### src/rtl/rx_medida_7e1.sv
// rx_medida_7e1: receiver for the ASCII range-meter frame "DDD#" over a 7E1 serial link.
//
// Ports:
//   i_clock           system clock
//   i_reset           synchronous, active-high; clears all state and outputs
//   i_entrada_serial  serial line, idles high, asynchronous to i_clock
//   o_medida          last valid measurement, BCD {hundreds, tens, units}
//   o_medida_valida   one-cycle pulse when o_medida is updated
//   o_erro_paridade   one-cycle pulse: even-parity check failed
//   o_erro_quadro     one-cycle pulse: stop bit sampled as 0
//   o_erro_formato    one-cycle pulse: character unexpected for the frame position
//   o_ocupado         high from start detect to stop sample
//   o_db_estado       debug: [3:2] bit-receiver state, [1:0] parser state
module rx_medida_7e1 #(
  parameter int unsigned M_BAUD = 434,
  parameter int unsigned N_BAUD = 9
) (
  input  logic        i_clock,
  input  logic        i_reset,
  input  logic        i_entrada_serial,
  output logic [11:0] o_medida,
  output logic        o_medida_valida,
  output logic        o_erro_paridade,
  output logic        o_erro_quadro,
  output logic        o_erro_formato,
  output logic        o_ocupado,
  output logic [3:0]  o_db_estado
);

  localparam logic [N_BAUD-1:0] CntHalf = N_BAUD'(M_BAUD / 2 - 1);
  localparam logic [N_BAUD-1:0] CntFull = N_BAUD'(M_BAUD - 1);
  localparam logic [6:0]        ChFim   = 7'h23;

  typedef enum logic [2:0] {
    RxOcioso, RxInicio, RxDados, RxParidade, RxParada
  } rx_estado_e;

  typedef enum logic [1:0] {
    PsEspC = 2'd0, PsEspD = 2'd1, PsEspU = 2'd2, PsEspFim = 2'd3
  } ps_estado_e;

  // Synchronizer
  logic r_sync1, r_sync2;
  logic w_s;

  always_ff @(posedge i_clock) begin
    if (i_reset) begin
      r_sync1 <= 1'b1;
      r_sync2 <= 1'b1;
    end else begin
      r_sync1 <= i_entrada_serial;
      r_sync2 <= r_sync1;
    end
  end

  assign w_s = r_sync2;

  // Bit receiver
  rx_estado_e        r_rx_estado;
  logic [N_BAUD-1:0] r_cnt;
  logic [2:0]        r_nbit;
  logic [6:0]        r_dados;
  logic              r_par;
  logic              r_ocupado;

  logic w_tick;
  logic w_char_ok;
  logic w_err_par;
  logic w_err_stop;

  assign w_tick     = (r_cnt == '0);
  // The character is handed to the parser combinationally during the stop-sample cycle so
  // that the registered parser pulses land on the edge right after that sample.
  assign w_char_ok  = (r_rx_estado == RxParada) && w_tick;
  assign w_err_par  = ^{r_dados, r_par};
  assign w_err_stop = ~w_s;

  always_ff @(posedge i_clock) begin
    if (i_reset) begin
      r_rx_estado <= RxOcioso;
      r_cnt       <= '0;
      r_nbit      <= '0;
      r_dados     <= '0;
      r_par       <= 1'b0;
      r_ocupado   <= 1'b0;
    end else begin
      unique case (r_rx_estado)
        RxOcioso: begin
          if (!w_s) begin
            r_cnt       <= CntHalf;
            r_rx_estado <= RxInicio;
            r_ocupado   <= 1'b1;
          end
        end
        RxInicio: begin
          if (w_tick) begin
            if (w_s) begin
              // False start: drop back silently.
              r_rx_estado <= RxOcioso;
              r_ocupado   <= 1'b0;
            end else begin
              r_cnt       <= CntFull;
              r_nbit      <= '0;
              r_rx_estado <= RxDados;
            end
          end else begin
            r_cnt <= r_cnt - 1'b1;
          end
        end
        RxDados: begin
          if (w_tick) begin
            r_dados <= {w_s, r_dados[6:1]};
            r_cnt   <= CntFull;
            if (r_nbit == 3'd6) begin
              r_rx_estado <= RxParidade;
            end else begin
              r_nbit <= r_nbit + 1'b1;
            end
          end else begin
            r_cnt <= r_cnt - 1'b1;
          end
        end
        RxParidade: begin
          if (w_tick) begin
            r_par       <= w_s;
            r_cnt       <= CntFull;
            r_rx_estado <= RxParada;
          end else begin
            r_cnt <= r_cnt - 1'b1;
          end
        end
        RxParada: begin
          if (w_tick) begin
            r_rx_estado <= RxOcioso;
            r_ocupado   <= 1'b0;
          end else begin
            r_cnt <= r_cnt - 1'b1;
          end
        end
        default: begin
          r_rx_estado <= RxOcioso;
          r_ocupado   <= 1'b0;
        end
      endcase
    end
  end

  // Parser
  ps_estado_e  r_ps;
  logic [3:0]  r_cent, r_dez, r_uni;
  logic [11:0] r_medida;
  logic        r_valida, r_e_par, r_e_quadro, r_e_formato;
  logic        w_digito;

  assign w_digito = (r_dados[6:4] == 3'b011) && (r_dados[3:0] <= 4'd9);

  always_ff @(posedge i_clock) begin
    if (i_reset) begin
      r_ps        <= PsEspC;
      r_cent      <= '0;
      r_dez       <= '0;
      r_uni       <= '0;
      r_medida    <= '0;
      r_valida    <= 1'b0;
      r_e_par     <= 1'b0;
      r_e_quadro  <= 1'b0;
      r_e_formato <= 1'b0;
    end else begin
      r_valida    <= 1'b0;
      r_e_par     <= 1'b0;
      r_e_quadro  <= 1'b0;
      r_e_formato <= 1'b0;
      if (w_char_ok) begin
        // At most one error pulse per character: framing, then parity, then format.
        if (w_err_stop) begin
          r_e_quadro <= 1'b1;
          r_ps       <= PsEspC;
        end else if (w_err_par) begin
          r_e_par <= 1'b1;
          r_ps    <= PsEspC;
        end else begin
          unique case (r_ps)
            PsEspC: begin
              if (w_digito) begin
                r_cent <= r_dados[3:0];
                r_ps   <= PsEspD;
              end else begin
                r_e_formato <= 1'b1;
                r_ps        <= PsEspC;
              end
            end
            PsEspD: begin
              if (w_digito) begin
                r_dez <= r_dados[3:0];
                r_ps  <= PsEspU;
              end else begin
                r_e_formato <= 1'b1;
                r_ps        <= PsEspC;
              end
            end
            PsEspU: begin
              if (w_digito) begin
                r_uni <= r_dados[3:0];
                r_ps  <= PsEspFim;
              end else begin
                r_e_formato <= 1'b1;
                r_ps        <= PsEspC;
              end
            end
            PsEspFim: begin
              if (r_dados == ChFim) begin
                r_medida <= {r_cent, r_dez, r_uni};
                r_valida <= 1'b1;
              end else begin
                r_e_formato <= 1'b1;
              end
              r_ps <= PsEspC;
            end
            default: r_ps <= PsEspC;
          endcase
        end
      end
    end
  end

  // Five receiver states squeezed into two debug bits: parity and stop share code 3.
  logic [1:0] w_rx_dbg;

  always_comb begin
    w_rx_dbg = 2'd0;
    unique case (r_rx_estado)
      RxOcioso:   w_rx_dbg = 2'd0;
      RxInicio:   w_rx_dbg = 2'd1;
      RxDados:    w_rx_dbg = 2'd2;
      RxParidade: w_rx_dbg = 2'd3;
      RxParada:   w_rx_dbg = 2'd3;
      default:    w_rx_dbg = 2'd0;
    endcase
  end

  assign o_medida        = r_medida;
  assign o_medida_valida = r_valida;
  assign o_erro_paridade = r_e_par;
  assign o_erro_quadro   = r_e_quadro;
  assign o_erro_formato  = r_e_formato;
  assign o_ocupado       = r_ocupado;
  assign o_db_estado     = {w_rx_dbg, r_ps};

endmodule

### config.mk
export PLATFORM = sky130hd
export DESIGN_NAME = rx_medida_7e1
export DESIGN_NICKNAME = d
export VERILOG_FILES = /design/src/rtl/rx_medida_7e1.sv
export SDC_FILE = /design/constraint.sdc
export NUM_CORES = 1
export LEC_CHECK = 0
export ABC_AREA = 0
export CORE_MARGIN = 2
export CORE_UTILIZATION = 29
export CTS_BUF_LIST = sky130_fd_sc_hd__clkbuf_2
export DETAILED_ROUTE_END_ITERATION = 10
export SLEW_MARGIN = 25
export SYNTH_ARGS = -nofsm -noshare
export SYNTH_HDL_FRONTEND = slang
export SYNTH_SLANG_ARGS = --single-unit
### constraint.sdc
create_clock -name i_clock -period 6.1 [get_ports i_clock]
set_input_delay 1.22 -clock i_clock [delete_from_list [all_inputs] [get_ports i_clock]]
set_output_delay 1.22 -clock i_clock [all_outputs]
set_load 0.02 [all_outputs]
==> results of run 1 <==
[state kept, by name, summed over array words and instances, names as in the netlist]
signal	flops
o_medida	12
r_cent	4
r_dez	4
o_erro_formato	1
r_sync2	1
o_ocupado	1
r_ps	2
r_cnt	9
r_uni	4
r_dados	7
o_medida_valida	1
o_erro_paridade	1
r_rx_estado	3
o_erro_quadro	1
r_par	1
r_nbit	3
r_sync1	1
[final timing paths]
kind,start,end,cells after the start,slack [ns]
worst max-delay path,r_rx_estado[2],o_db_estado[2],3,2.33
worst min-delay path,r_sync1,r_sync2,1,0.45
worst max register to register,r_cnt[0],o_medida[7],7,3.31
worst min register to register,r_sync1,r_sync2,1,0.45
[area by class of cell]
type / count / area [um^2]
Sequential cell: 56 / 1120
Inverter: 5 / 18.8
Timing Repair Buffer: 25 / 243
Fill cell: 973 / 6090
Multi-Input combinational cell: 241 / 1510
Tap cell: 111 / 139
Clock buffer: 5 / 25.0
Clock inverter: 3 / 46.3
[cell usage after synthesis, types with 3 or more instances]
cell,count,share of area
nand3_1,12,0.022
nand2_1,26,0.036
ha_1,3,0.014
buf_2,4,0.0073
and3_1,5,0.011
a31oi_1,3,0.0069
o21ai_0,12,0.022
nor2_1,21,0.029
inv_1,5,0.0069
o31ai_1,12,0.033
and2_1,4,0.0091
a21oi_1,39,0.071
nor4_1,7,0.016
nor3_1,11,0.020
or2_2,3,0.0069
nor2b_1,4,0.0091
clkbuf_1,17,0.023
nand2b_1,17,0.039
dfxtp_1,56,0.41
xnor2_1,8,0.026
mux2i_1,12,0.044
nand4_1,13,0.030
[power by group]
| group | total [mW] | switching (mW) | leakage (nW) | internal (mW) |
|---|---|---|---|---|
| sequential | 0.388 | 0.0122 | 0.453 | 0.376 |
| combinational | 0.109 | 0.0682 | 0.539 | 0.0404 |
| clock | 0.195 | 0.125 | 0.0396 | 0.0705 |
[metrics by stage]
stage           util  setup slack, ns  hold slack [ns]
2_1_floorplan      -             3.65            0.389
3_3_place_gp   0.328             2.92            0.392
3_5_place_dp   0.329             2.87            0.399
4_1_cts        0.337             2.31            0.456
5_1_grt        0.337             2.18            0.485
6_report       0.337             2.33            0.453
[metal layers]
metal / track usage / up-vias / share of wire
li1: - / 1193 / -
met1: 0.171 / 1112 / 0.49
met2: 0.204 / 30 / 0.48
met3: 0.0235 / 5 / 0.027
met4: 0.0353 / 0 / 0.010
met5: 0 / - / 0
[logic make-up after synthesis]
family | count (synthesis) | share of synthesized area
AO/OA/AOI/OAI | 78 | 0.169
buffers and inverters | 30 | 0.0448
adder cells (fa/ha/maj) | 3 | 0.0137
flip-flops | 56 | 0.409
AND/OR/NAND/NOR | 138 | 0.287
multiplexers | 12 | 0.0439
XOR/XNOR | 10 | 0.0320
[critical path, delay by kind of cell, from the launching register on]
family,cells,cell delay (ns)
AND/OR/NAND/NOR,2,0.73
buffers and inverters,1,0.61
flip-flops,1,0.75
==> results list, run 1 <==
- 1st-pass router iterations: 4
- Worst slew margin relative to its limit: 0.528
- Summed over all cells, the static leakage comes to 1.03 nW.
- Yosys mapped the design onto 47 distinct sky130hd cell types.
* IO Count: 24
- Drt total wl: 6.21 mm
* Ant diodes: 0
- Areal power density over the cells: 223 mW/mm^2
- Die height: just over 100 um
- The later pin in the worst-skew pair is clocked with a latency of ~0.48 ns.
- The critical path in this run is classified as reg -> out.
- Number of input and output port buffers inserted: 23
- In this run the cell area measured after placement is between 0.003 and 0.004 mm^2.
* Die Span X: ~100 um
* Largest net degree at the start of global routing: 62
- Final total negative setup slack: 0 ns
- Based on the critical path, the design can be clocked at up to roughly 270 MHz.
- Worst min-delay path category: reg -> reg
- Net count, final: between 300 and 400
- In this run the core area contains 35 standard-cell rows.
- Maximum resistive drop on vdd: 0.0868 mV
- In this run, CTS created clock tree buffers numbering 5.
- For this run, the number of standard cells in the final layout without fillers is ~450.
- The number of hold buffers added after CTS was 0.
- Via count of the first global-routing pass: 2156
- Setup repair after global routing left no endpoint under its margin.
- The final max-slew violation count came to 0.
- Final GP Congestion: a little over 0.8
* Clock-pin slew on the worst setup and hold paths: ~0.27 ns
* Post-synth ARST share: 0
- Root buffer cell: clkbuf_2
- Die area: approximately 0.01 mm^2
* Post-Layout Inst Area: between 0.003 and 0.004 mm^2
* Congestion Overflow GR: 0
* # clock sinks: between 50 and 60
- In this run, synthesis produced a sequential element count of 56.
- Detailed placement ended at an HPWL of ~4.3 mm.
* Syn Std Cell Area: between 0.002 and 0.003 mm^2
- Register area share after synthesis: 0.409
- The most used flip-flop cell after synthesis is dfxtp_1.
- H-tree lvl count: 2
- For the pin with the worst max-slew slack, the measured transition is about 0.7 ns.
- Buffer levels on the longest clock path: 2
- Share of the clock period used by the worst path: 0.618
- In the routed design, unresolved DRC markers number 0.
- Final Hold Fails: 0
* Top library cells by usage in the layout, fill and taps aside: dfxtp_1, a21oi_1, nand2_1
- Mean post-synth cell area: around 8.4 um^2
- STA classifies the critical path endpoint as an output pin.
- Cts repair resizes: 0
- Placed Cells: 438
- After detailed routing, the number of vias per cell comes to ~5.2.
- Count of yosys warnings during synthesis: 0
- Global-route wire length before repair: ~10 mm
- The routed layout has roughly 2300 vias.
- In this run the worst path has a maximum fanout of 18.
- Antenna violations before repair: 0
- CP max-delay cell: dfxtp_1
- Initial core utilization: 0.298
- The region available for standard cell placement spans roughly 0.009 mm^2.
- Setup clock skew after layout: approximately 0.029 ns
- Most common cell after layout, fill and taps aside: dfxtp_1
- Syn Nets: approximately 330
- In the final layout, the share of cells above drive strength 1 is 0.0627.
- Number of enable-type register cells in the synthesized netlist: 0
- Final total power: between 0.6 and 0.7 mW
* Gate Count Post-Synth: about 330
- Max incr delay on CP: roughly 0.75 ns
- CP Launch Type: flop
* Number of max-capacitance violations reported: 0
* Growth of design area from synthesis to finish: 13.3%
- Data on the critical path arrives at its endpoint at around 2.6 ns.
* Overall Global Routing Usage: 0.126
* Endpoints failing setup: 0
* Required @ worst endpoint: just under 5 ns
- CTS tree: done
- The routed design could run at a clock period as short as between 3 and 4 ns.
* Outcome: finished clean
* Antenna Nets Post-Route: 0
- Buffers added to address setup during post-CTS repair amount to 0.
- Traced cell by cell, the critical path runs through or3b_2 -> nand2_1 -> clkdlybuf4s50_1.
- After the first detailed-routing iteration, the DRC count stood at ~150.
- Wire length per cell after detailed routing: 13.9 um
Power figures use the tool's default switching activity.
==> run 2: changes to the inputs <==
clock period = 3.3 ns   (was 6.1 ns; I/O delays follow)
==> run 2 against run 1 <==
  * Critical path depth stayed put
  * Sequential share of layout area is 0.25 points higher
  * Total power is 75% higher
  * Non-clock buffer count is 2 higher
  * First-iteration DRC count is 26% higher
  * Clock skew is 0.011 ns lower
  * Die area stayed put
  * Routed wire length is 2.9% higher
  * Worst setup slack worse by 2.1 ns
  * Largest power group unchanged
==> results list, run 2 (same netlist as run 1, synthesis figures left out) <==
* Cell Count, Final, Fillers Out: 448 (was 446)
* CTS tree: done (unchanged)
- Sequential group share of total power: 0.594 (was 0.561)
- R2r endpoint: o_medida[5] (was o_medida[7])
- The peak ir drop on the vdd network was 0.151 mV (was 0.0868 mV).
* Source-to-sink clock delay at the later pin of the worst-skew pair: 0.46 ns (was 0.48 ns)
* Setup repair after global routing missed its margin: false (unchanged)
- Placed Cells: 440 (was 438)
* Sw Ratio: 0.315 (was 0.296)
- Net count, final: 342 (was 340)
* Share of power burned in combinational logic: 0.173 (was 0.157)
- Ant diodes: 0 (unchanged)
- The total number of placement rows was 35 (unchanged).
* Buffer levels on the longest clock path: 2 (unchanged)
- Count of routing violations after the opening detailed-route iteration: 184 (was 146)
* Top library cells by usage in the layout, fill and taps aside: dfxtp_1, a21oi_1, nand2_1 (unchanged)
* Worst hold stages: 1 (unchanged)
- Outcome: finished clean (unchanged)
* Worst Hold Launch: r_sync1 (unchanged)
* Endpoint of the worst hold-timing path: r_sync2 (unchanged)
- Peak clock frequency supported by timing: around 320 MHz
- The global-route wire length before repair is 10.9 mm (was 10.5 mm).
* Final Hold Fails: 0 (unchanged)
- The quantity of I/O buffers inserted on ports was 23 (unchanged).
- The width of the chip was 101 um (unchanged).
- The worst reg2reg path startpoint is r_cnt[0] (unchanged).
* Final-report max-slew violation count: 0 (unchanged)
- The number of global-route vias before repair was 2214 (was 2156).
- The areal power density over the cells is 392 mW/mm^2 (was 223 mW/mm^2).
- The top-level I/O count is 24 (unchanged).
- Worst min-delay path category: reg -> reg (unchanged)
* Relative contribution of the clock network to total power: 0.233 (was 0.282)
- The number of setup violations in the final report came to 0 (unchanged).
- The clock-pin slew reported for the worst setup and hold paths after clock tree synthesis is 0.29 ns (was 0.27 ns).
- Worst R2R Path Depth: 7 (unchanged)
* Static leakage: 1.03 nW (about the same)
- Worst Path Class, Setup: reg -> out (unchanged)
- The via density per instance was 5.29 (was 5.25).
- The transition time of the tightest slew-check pin is 1.00 ns (was 0.703 ns).
- The worst slew margin relative to its limit is 0.332 (was 0.528).
- The number of remaining DRC errors came to 0 (unchanged).
* Bufs and invs on worst path: 1 (unchanged)
- Antenna Nets Post-Route: 0 (unchanged)
* CP Launch Type: flop (unchanged)
* H-tree lvl count: 2 (unchanged)
- The clock sink count came to 56 (unchanged).
- The weighted congestion reported at the end of routability-driven placement came to 0.816 (was 0.827).
- The area enclosed by the die boundary was 0.0102 mm^2 (unchanged).
- The flop-to-flop setup slack is 0.56 ns (was 3.31 ns).
* Drt total wl: 6.39 mm (was 6.21 mm)
- Share of the clock period used by the worst path: 0.937
- Share of post-route cells with drive strength above 1: 0.0712 (was 0.0627)
- Final total negative setup slack: 0 ns (unchanged)
- The flip-flop count of the largest register after layout is 12 (unchanged).
- The total congestion overflow after global routing is 0 (unchanged).
* Antenna violations before repair: 0 (unchanged)
* Series of cell instances along the critical path: or3b_2 -> nand2_1 -> clkdlybuf4s50_1 (unchanged)
* Buffers inserted by post-CTS timing repair: 0 (unchanged)
* Internal power: 0.828 mW (was 0.487 mW)
- Crit path capture type: output pin (unchanged)
- Die height: 101 um (unchanged)
- CP max-delay cell: dfxtp_2 (was dfxtp_1)
- The total of max-cap violations is 0 (unchanged).
- The average routed wire per standard cell was 14.3 um (was 13.9 um).
* Largest net degree at the start of global routing: 62 (unchanged)
- The data required time of the worst path is 2.64 ns (was 4.88 ns).
* Initial core utilization: 0.298 (unchanged)
* Utilization of the core after routing: 0.336 (was 0.337)
- The number of buffers created by CTS is 5 (unchanged).
* Post-detail-place hpwl: 4.29 mm (was 4.25 mm)
- Subtracting the final worst setup slack from the clock period gives around 3.1 ns.
* Highest net fanout along the worst path: 18 (unchanged)
- Max incr delay on CP: 0.61 ns (was 0.75 ns)
- The first-pass iteration count of the detailed router came to 4 (unchanged).
- Setup clock skew after layout: 0.0187 ns (was 0.0295 ns)
- Critical path arrival: 2.43 ns (was 2.55 ns)
- The all-layer global routing usage is 0.130 (was 0.126).
* Total number of vias: 2369 (was 2340)
- CP delay by family, top: simple AND/OR/NAND/NOR gates (was flip-flops)
- The placeable core area came to 0.00920 mm^2 (unchanged).
* Switching component of the power: 0.382 mW (was 0.205 mW)
- Root buffer cell: clkbuf_2 (unchanged)
- The leading cell type in the layout, fill and taps excluded is dfxtp_1 (unchanged).
* Growth of design area from synthesis to finish: 12.7% (was 13.3%)
run 2: cell types whose count changed in the layout (fill, tap and decap cells not counted), sizes merged:
cell and change:
bufinv -1, clkinv +1, buf +2, inv -1, clkinvlp +1
run 2: area by class of cell:
cell class | count | area [um^2]
clock inverter | 3 | 23.8
fill | 962 | 6110
multi-input combinational | 241 | 1500
sequential | 56 | 1120
clock buffer | 5 | 25.0
inverter | 5 | 18.8
timing repair buffer | 27 | 255
tap | 111 | 139
run 2: repair_timing:
action	in CTS	in global routing
endpoints found under the setup margin	0	2
resized for setup	0	1
hold buffers	0	0
run 2: worst max-delay path by stage:
stage	startpoint	endpoint	slack, ns	cells past startpoint
finish	r_rx_estado[2]	o_db_estado[2]	0.21	3
floorplan	r_cnt[0]	r_uni[1]	1.05	8
global route	r_rx_estado[2]	o_db_estado[2]	0.12	3
global placement	r_rx_estado[2]	o_db_estado[2]	0.57	3
CTS	r_rx_estado[2]	o_db_estado[2]	0.003	3
detailed placement	r_rx_estado[2]	o_db_estado[2]	0.57	3
run 2: power groups by stage:
stage	Clock, mW	Combinational [mW]	Sequential (mW)
after global placement	0	0.205	0.730
after global routing	0.327	0.233	0.724
after floorplan	0	0.157	0.723
after detailed placement	0	0.207	0.730
final	0.282	0.209	0.719
after CTS	0.293	0.208	0.718
run 2: routing by layer:
layer  GRT usage  up-vias  wire length [um]
met3      0.0214       10               149
met1       0.178     1131              3170
li1            -     1198                 -
met4      0.0457        0               114
met2       0.208       30              2960
met5           0        -                 0
run 2: through the flow:
step	worst slack [ns]	hold WS, ns	instance area [um^2]	power [mW]
final	0.208	0.453	3090	1.21
after global routing	0.122	0.491	3090	1.28
after CTS	0.00260	0.456	3080	1.22
after detailed placement	0.573	0.398	3040	0.936
after global placement	0.574	0.391	3040	0.934
after floorplan	1.05	0.389	2740	0.880
==> edit: new RTL, flow settings as in run 2 <==
Put a register stage on the output `o_db_estado`, with the module's reset. The value now appears one clock later. The other outputs are not delayed to match.
--- a/src/rtl/rx_medida_7e1.sv
+++ b/src/rtl/rx_medida_7e1.sv
@@ -244,7 +244,13 @@
   assign o_erro_quadro   = r_e_quadro;
   assign o_erro_formato  = r_e_formato;
   assign o_ocupado       = r_ocupado;
-  assign o_db_estado     = {w_rx_dbg, r_ps};
+  always_ff @(posedge i_clock) begin
+    if (i_reset) begin
+      o_db_estado <= '0;
+    end else begin
+      o_db_estado <= {w_rx_dbg, r_ps};
+    end
+  end
 
 endmodule
 
Function: changed (a bounded check fails within 4 cycles, from zero or initial values and one cycle with i_reset high).
==> edit against run 2 <==
  * Clock power is 54% higher
  * Count of clock-buffer cells in the layout is 6 higher
  * Via count down 5.1%
  * Synthesized cell count fell by 6.7%
  * Area after synthesis decreased by 0.37%
  * Utilization increased by 0.57 points
  * Sequential share of layout area increased by 1.9 points
  * Worst setup slack better by 0.43 ns
  * Routed wire length shrank 8.8%
  * Power is 13% higher
  * Die area down 0.35%
  * Hold slack worse by 0.026 ns
  * Cell area is 1.7% higher
  * Sequential cell count increased by 4
  * Critical endpoint is now o_medida[6]
  * Largest power group unchanged
==> edit: results (changes against run 2) <==
Seq/Total Area, Yosys=0.4402 (+0.03085); post-synth cell types=49 (+4.3%); DR iter-0 viols=126 (-32%); synth top area cells=dfxtp_1 (44%), mux2i_1 (8.1%), a21oi_1 (4.8%), nand2_1 (4.1%), o31ai_1 (3.3%); clk_skew=0.02465 ns (+0.005952 ns); wire per inst=13.32 um (-6.7%); CTS Sinks=60 (+7.1%); critical path class=reg2reg; post-synthesis compound-gate area fraction=0.1692 (about the same); # fillers=968 (+0.62%); first-pass GRT wire length=9.998 mm (-8.3%); drt via density=5.132 (-2.9%); Critical Path Fanout Max=12 (-6); Worst-Margin Slew=0.6779 ns (-0.3236 ns); Clock buffer cells=11 (+6); Worst Setup EP=o_medida[6]; Total GRT Usage=0.1234 (-0.006870); Multi-In Gates=216 (-10%); Non-clk invs=8 (+3); area of the multi-input gates=1405 um2 (-6.4%); total CTS buffers=9 (+4); Switching Fraction=0.2815 (-0.03383); Synth Area in XOR/XNOR=0.02889 (-0.003092); Signal buf overhead=0.08134 (-0.001385); Final clock-cell share=0.03429 (+0.01848); commonest cells in the netlist=dfxtp_1 (60), nand2_1 (30), a21oi_1 (26); P_seq=0.758 mW (+5.4%); Reg2Reg Depth=8 (+1); share of cells above drive strength 1=0.1040 (+0.03276); H-tree levels=3 (+1); post-synthesis mux area share=0.08070 (+0.03684); Worst IR Drop VDD=137.8 uV (-8.9%); WP data required=3.67 ns (+1.03 ns); routability cong.=0.7684 (-5.8%); Final nets=328 (-4.1%); status=finished, final reports clean
## edit: worst min path at each step
stage	to	slack, ns
6_report	r_sync2	0.43
2_1_floorplan	r_sync2	0.39
4_1_cts	r_sync2	0.43
3_5_place_dp	r_sync2	0.39
3_3_place_gp	r_sync2	0.39
5_1_grt	r_sync2	0.44
## edit: stage by stage
stage / instance area [um2] / utilization
finish: 3138 / 0.3412
global route: 3138 / 0.3412
CTS: 3138 / 0.3412
detailed placement: 3030 / 0.3295
global placement: 3030 / 0.3295
floorplan: 2729 / -
## edit: per-layer routing
metal / wire length (um) / track usage
met1: 2926 / 0.1605
met2: 2597 / 0.1856
met4: 80 / 0.06237
met3: 228 / 0.03606
met5: 0 / 0
## edit: worst max-delay path: stages, from the launching register on
cell	delay (ns)
dfxtp_1	0.37
inv_1	0.08
ha_1	0.20
or4b_4	0.52
nor3_1	0.21
buf_4	0.22
nand3_1	0.45
o31ai_1	0.42
a21oi_1	0.10
